**config.mk**
```make
export PLATFORM = sky130hd
export DESIGN_NAME = cdb_result_queue
export DESIGN_NICKNAME = d
export VERILOG_FILES = /design/src/rtl/cdb_pkg.sv /design/src/rtl/sync_fifo.sv /design/src/rtl/cdb_result_queue.sv
export SDC_FILE = /design/constraint.sdc
export NUM_CORES = 1
export LEC_CHECK = 0
export ABC_AREA = 1
export BUFFER_PORTS_ARGS = -buffer_cell sky130_fd_sc_hd__buf_2
export CORE_ASPECT_RATIO = 0.75
export CORE_MARGIN = 2
export CORE_UTILIZATION = 30
export CTS_BUF_LIST = sky130_fd_sc_hd__clkbuf_8
export CTS_CLUSTER_DIAMETER = 150
export DETAILED_ROUTE_END_ITERATION = 10
export GPL_ROUTABILITY_DRIVEN = 1
export GPL_TIMING_DRIVEN = 0
export PLACE_DENSITY_LB_ADDON = 0.1
export REMOVE_ABC_BUFFERS = 1
export SLEW_MARGIN = 20
export SYNTH_ARGS = -nofsm -noshare
export SYNTH_HDL_FRONTEND = slang
export SYNTH_SLANG_ARGS = --single-unit
```
**constraint.sdc**
```tcl
create_clock -name clk -period 2.8 [get_ports clk]
set_clock_uncertainty 0.2 [all_clocks]
set_input_delay 0.14 -clock clk [delete_from_list [all_inputs] [get_ports clk]]
set_output_delay 0.14 -clock clk [all_outputs]
set_load 0.05 [all_outputs]
```
**src/rtl/cdb_pkg.sv**
```systemverilog
// Shared CDB definitions.
//   CDB_TAG_W / CDB_DATA_W : default ROB tag and result widths on the bus
//   cdb_pkt_t              : one bus packet {tag, data}
//   NUM_FU                 : number of requesters seen by cdb_arbiter
package cdb_pkg;

   localparam int CDB_TAG_W  = 4;
   localparam int CDB_DATA_W = 32;
   localparam int NUM_FU     = 3;

   typedef struct packed {
      logic [CDB_TAG_W-1:0]  tag;
      logic [CDB_DATA_W-1:0] data;
   } cdb_pkt_t;

endpackage

```
**src/rtl/sync_fifo.sv**
```systemverilog
// Synchronous circular FIFO with occupancy counter.
//   clk, rst : clock, async active-high reset (pointers and count only)
//   push     : write din at tail (caller guarantees not full)
//   pop      : retire head (caller guarantees not empty)
//   flush    : empty the FIFO at the next edge, overriding push/pop
//   din      : entry to write
//   head     : entry at the read pointer
//   full     : count == DEPTH
//   empty    : count == 0
//   count    : occupancy, 0..DEPTH
module sync_fifo #(
   parameter int WIDTH = 36,
   parameter int DEPTH = 4
) (
   input  logic                     clk,
   input  logic                     rst,
   input  logic                     push,
   input  logic                     pop,
   input  logic                     flush,
   input  logic [WIDTH-1:0]         din,
   output logic [WIDTH-1:0]         head,
   output logic                     full,
   output logic                     empty,
   output logic [$clog2(DEPTH):0]   count
);

   localparam int AW = $clog2(DEPTH);
   localparam int CW = AW + 1;

   logic [WIDTH-1:0] mem [DEPTH];
   logic [AW-1:0]    rd_ptr;
   logic [AW-1:0]    wr_ptr;

   // Storage is not reset; its contents are meaningless while count is 0.
   always_ff @(posedge clk) begin
      if (push && !flush)
         mem[wr_ptr] <= din;
   end

   // DEPTH is a power of two, so natural pointer overflow is the modulo wrap.
   always_ff @(posedge clk or posedge rst) begin
      if (rst) begin
         rd_ptr <= '0;
         wr_ptr <= '0;
         count  <= '0;
      end else if (flush) begin
         rd_ptr <= '0;
         wr_ptr <= '0;
         count  <= '0;
      end else begin
         if (push)
            wr_ptr <= wr_ptr + AW'(1);
         if (pop)
            rd_ptr <= rd_ptr + AW'(1);
         case ({push, pop})
            2'b10:   count <= count + CW'(1);
            2'b01:   count <= count - CW'(1);
            default: count <= count;
         endcase
      end
   end

   assign head  = mem[rd_ptr];
   assign full  = (count == CW'(DEPTH));
   assign empty = (count == '0);

endmodule

```
**src/rtl/cdb_result_queue.sv**
```systemverilog
// Per-FU result queue feeding the common data bus.
//   clk, rst          : clock, async active-high reset
//   stall_i           : global stall; blocks pops, not pushes
//   flush_i           : discard all queued results at the next edge
//   fu_valid_i/tag/data : completed FU result
//   fu_ready_o        : queue not full
//   cdb_req_o         : request to the arbiter while non-empty
//   cdb_grant_i       : this FU's arbiter select bit
//   cdb_valid_o/tag/data : broadcast; tag/data are zero when not valid
//   count_o           : occupancy
//   overflow_o        : sticky, a push was attempted while full
module cdb_result_queue
   import cdb_pkg::*;
#(
   parameter int DEPTH  = 4,
   parameter int TAG_W  = CDB_TAG_W,
   parameter int DATA_W = CDB_DATA_W
) (
   input  logic                   clk,
   input  logic                   rst,
   input  logic                   stall_i,
   input  logic                   flush_i,
   input  logic                   fu_valid_i,
   input  logic [TAG_W-1:0]       fu_tag_i,
   input  logic [DATA_W-1:0]      fu_data_i,
   output logic                   fu_ready_o,
   output logic                   cdb_req_o,
   input  logic                   cdb_grant_i,
   output logic                   cdb_valid_o,
   output logic [TAG_W-1:0]       cdb_tag_o,
   output logic [DATA_W-1:0]      cdb_data_o,
   output logic [$clog2(DEPTH):0] count_o,
   output logic                   overflow_o
);

   typedef struct packed {
      logic [TAG_W-1:0]  tag;
      logic [DATA_W-1:0] data;
   } pkt_t;

   pkt_t in_pkt;
   pkt_t head_pkt;
   logic full;
   logic empty;
   logic push;
   logic pop;

   assign in_pkt.tag  = fu_tag_i;
   assign in_pkt.data = fu_data_i;

   // No full-bypass: a pop in the same cycle does not make room for a push.
   assign fu_ready_o = ~full;
   assign push       = fu_valid_i & ~full;
   assign cdb_req_o  = ~empty;
   assign pop        = cdb_req_o & cdb_grant_i & ~stall_i;

   sync_fifo #(
      .WIDTH ($bits(pkt_t)),
      .DEPTH (DEPTH)
   ) u_fifo (
      .clk   (clk),
      .rst   (rst),
      .push  (push),
      .pop   (pop),
      .flush (flush_i),
      .din   (in_pkt),
      .head  (head_pkt),
      .full  (full),
      .empty (empty),
      .count (count_o)
   );

   // A flush still lets the already-granted head go out this cycle.
   always_comb begin
      cdb_valid_o = pop;
      cdb_tag_o   = '0;
      cdb_data_o  = '0;
      if (pop) begin
         cdb_tag_o  = head_pkt.tag;
         cdb_data_o = head_pkt.data;
      end
   end

   always_ff @(posedge clk or posedge rst) begin
      if (rst)
         overflow_o <= 1'b0;
      else if (fu_valid_i && full)
         overflow_o <= 1'b1;
   end

endmodule

```
==> summary.md <==
| Metric | Value |
|---|---|
| Status | `complete, no violations` |
| RePlAce Congestion | `0.728` |
| Hold Path Stages | `4` |
| Global Route Usage Sum | `13.8%` |
| Netlist cell types | `24` |
| Register area share after synthesis | `74.2%` |
| Antenna-violating nets left | `0` |
| Arrival @ worst endpoint | `2.25 ns` |
| Syn avg cell area | `12.4 um^2` |
| Setup TNS | `0 ns` |
| Gate Count Post-Synth | `492` |
| FP Rows | `45` |
| Final Instance Area | `about 7800 um^2` |
| Leading post-synthesis cells by cell area | `edfxtp_1 (71%), nor2_1 (9.1%), o21ai_0 (5.8%)` |
| Peak VDD IR | `~280 uV` |
| RSZ-0062 raised after global routing | `no` |
| Largest net degree at the start of global routing | `74` |
| Final Max Slew Viols | `0` |
| Worst-case reg-to-reg path depth | `5` |
| Worst Setup Path Type | `reg2out` |
| Starting Density | `about 30%` |
| Hold path startpoint | `stall_i` |
| Reg-to-Reg End | `u_fifo.mem[3][0]` |
| Vias in the first global route | `3,888` |
| CTS clk-pin slew, worst paths | `approximately 0.080 ns` |
| Worst hold margin | `0.194 ns` |
| Worst skew pair latency | `between 0.4 and 0.5 ns` |
| CTS Sinks | `152` |
| Detailed-route via count | `around 4,000` |
| CTS tree | `built` |
| Startpoint Class | `register` |
| DR vias/cell | `4.55` |
| PD cells | `637 nW/um^2` |
| Critical-path cell list | `buf_12 > inv_4 > nor2_1 > o21ai_0 > a21oi_1 > buf_2` |
| Chip width | `169 um` |
| CTS Buf Count | `17` |
| Rel. slew slack | `55.2%` |
| Slowest CP cell | `dfrtp_4` |
| Area share of the largest cell type after synthesis | `70.9%` |
| H-tree Lvls | `4` |
| CP bufs+invs | `3` |
| Area leader, netlist | `edfxtp_1` |
| Fmax | `a little under 0.4 GHz` |
| Die Span Y | `128 um` |
| CORE AREA | `20,100 um^2` |
| HP Class | `in2reg` |
| Root Driver | `clkbuf_8` |
| Static Leakage | `around 2.9 nW` |
| Synth-to-layout area growth | `27.3%` |
| 1st-iter DRT viols | `220` |
| Die ar. | `roughly 22,000 um^2` |
| Mapped cell area | `6100 um^2` |
| IO Pins | `85` |
| Detailed Place HPWL | `8010 um` |
| First-pass GRT wire length | `21,700 um` |
| Max-cap violations | `0` |
| Required time worst endpoint | `2.46 ns` |
| Critical R2R Launch | `u_fifo.count[0]` |
| Hold worst-path end | `u_fifo.rd_ptr[0]` |
| Initial antenna violation count | `0` |
| Post-route DRC | `0` |
| GR Overflow Total | `0` |
| Wire length per cell | `16.8 um` |
| Final Util | `38.6%` |
| Final Hold Fails | `0` |
| Crit. End Element | `output pin` |
| PortBufs | `84` |
| NumNets Final | `665` |
| Max incr delay on CP | `0.55 ns` |
| CP top delay family | `buffers and inverters` |
| Min cycle time layout | `2.59 ns` |
| Final WL | `14,900 um` |
| Initial DRT Pass Iterations | `4` |
| CP Max Fanout | `38` |
| #FFs+latches synth | `152` |
| # fillers | `1,926` |
| Clk buf depth | `2` |
| Ant. Diodes | `0` |
| Worst slew pin tran | `~0.67 ns` |
| Final Setup Violations | `0` |
| Period utilization | `92.6%` |
| Placed Area | `6920 um^2` |
| Yosys warning total | `0` |
| Register-to-register setup slack | `0.23 ns` |
| Fraction of layout cells with a size suffix above 1 | `21.9%` |
[tightest hold or removal path, cell delays in order]
cell and delay, ns:
buf_2 0.08, inv_1 0.12, nand3_4 0.34, a21oi_1 0.12
[power by group]
group          total (W)  switching (W)  internal (W)
clock network    0.00167       0.000802      0.000866
logic           0.000679       0.000481      0.000198
registers        0.00260      0.0000327       0.00257
[through the flow]
step	std cells	setup slack [ns]	total power, W
2_1_floorplan	464	-0.565	0.00304
3_3_place_gp	806	-2.04	0.00324
3_5_place_dp	814	0.0574	0.00328
4_1_cts	887	0.0443	0.00500
5_1_grt	888	0.0167	0.00516
6_report	888	0.206	0.00495
[cell usage in the layout, fill, tap and decap left out, drive strengths merged]
| cell type | synthesis | routed |
|---|---|---|
| nand4 | 3 | 3 |
| xnor2 | 1 | 1 |
| buf | 17 | 92 |
| clkbuf | 11 | 17 |
| nand2 | 16 | 16 |
| edfxtp | 144 | 144 |
| clkinv | 0 | 9 |
| clkinvlp | 0 | 2 |
| o21bai | 1 | 1 |
| ha | 4 | 4 |
| nand3 | 6 | 7 |
| bufinv | 0 | 3 |
| a21oi | 40 | 40 |
| fa | 1 | 1 |
| o21ai | 76 | 76 |
| dfrtp | 8 | 8 |
| inv | 15 | 15 |
| dlygate4sd3 | 0 | 42 |
| nor2 | 149 | 149 |
[repair_timing]
item | 4_1_cts | 5_1_grt
hold buffers | 42 | 0
hold endpoints to repair | 160 | 0
gates cloned | 0 | 1
gates resized for setup | 4 | 4
setup endpoints to repair | 36 | 16
buffers inserted | 0 | 0
[sequential cells by signal, summed over array words and instances, names as in the netlist]
signal         flops
u_fifo.mem       144
u_fifo.rd_ptr      2
overflow_o         1
u_fifo.wr_ptr      2
u_fifo.count       3
[worst max-delay path by stage]
| stage | startpoint | to | slack (ns) | cells past startpoint |
|---|---|---|---|---|
| 6_report | u_fifo.rd_ptr[1] | cdb_data_o[30] | 0.21 | 6 |
| 3_3_place_gp | u_fifo.rd_ptr[0] | cdb_tag_o[1] | -2.04 | 4 |
| 2_1_floorplan | u_fifo.count[0] | u_fifo.mem[0][0] | -0.57 | 4 |
| 4_1_cts | u_fifo.rd_ptr[0] | cdb_tag_o[1] | 0.04 | 5 |
| 5_1_grt | u_fifo.rd_ptr[0] | cdb_data_o[19] | 0.02 | 5 |
| 3_5_place_dp | u_fifo.count[0] | cdb_data_o[19] | 0.06 | 5 |
[layer usage]
layer | vias to the layer above | track usage, % | part of all wire [%]
li1 | 1984 | - | -
met1 | 1954 | 17.2 | 45
met2 | 87 | 23.5 | 50
met3 | 15 | 3.93 | 4.3
met4 | 0 | 3.65 | 1.1
met5 | - | 0 | 0
[synth_stat cells]
| cell type | number |
|---|---|
| a21oi_1 | 39 |
| a21oi_2 | 1 |
| buf_1 | 1 |
| buf_2 | 5 |
| buf_4 | 8 |
| buf_6 | 3 |
| clkbuf_1 | 11 |
| dfrtp_1 | 8 |
| edfxtp_1 | 144 |
| fa_1 | 1 |
| ha_1 | 4 |
| inv_1 | 12 |
| inv_2 | 3 |
| nand2_1 | 12 |
| nand2_2 | 4 |
| nand3_1 | 5 |
| nand3_2 | 1 |
| nand4_1 | 3 |
| nor2_1 | 148 |
| nor2_2 | 1 |
| o21ai_0 | 71 |
| o21ai_1 | 5 |
| o21bai_1 | 1 |
| xnor2_1 | 1 |
[layout make-up]
class | count | area [um^2] | share of cell area (%)
clock buffers | 17 | 234 | 3.01
clock inverters | 14 | 159 | 2.05
inverters | 15 | 71.3 | 0.918
multi-input cells | 298 | 1410 | 18.2
flip-flops and latches | 152 | 4530 | 58.3
well taps | 258 | 323 | 4.16
repair buffers | 134 | 1040 | 13.4
[logic make-up after synthesis]
logic type	after synthesis	share of synthesized area [%]
buffers and inverters	43	3.61
XOR/XNOR	1	0.144
adder cells (fa/ha/maj)	5	1.15
AND/OR/NAND/NOR	174	11.2
flip-flops	152	74.2
AO/OA/AOI/OAI	117	9.70
Power figures use the tool's default switching activity.
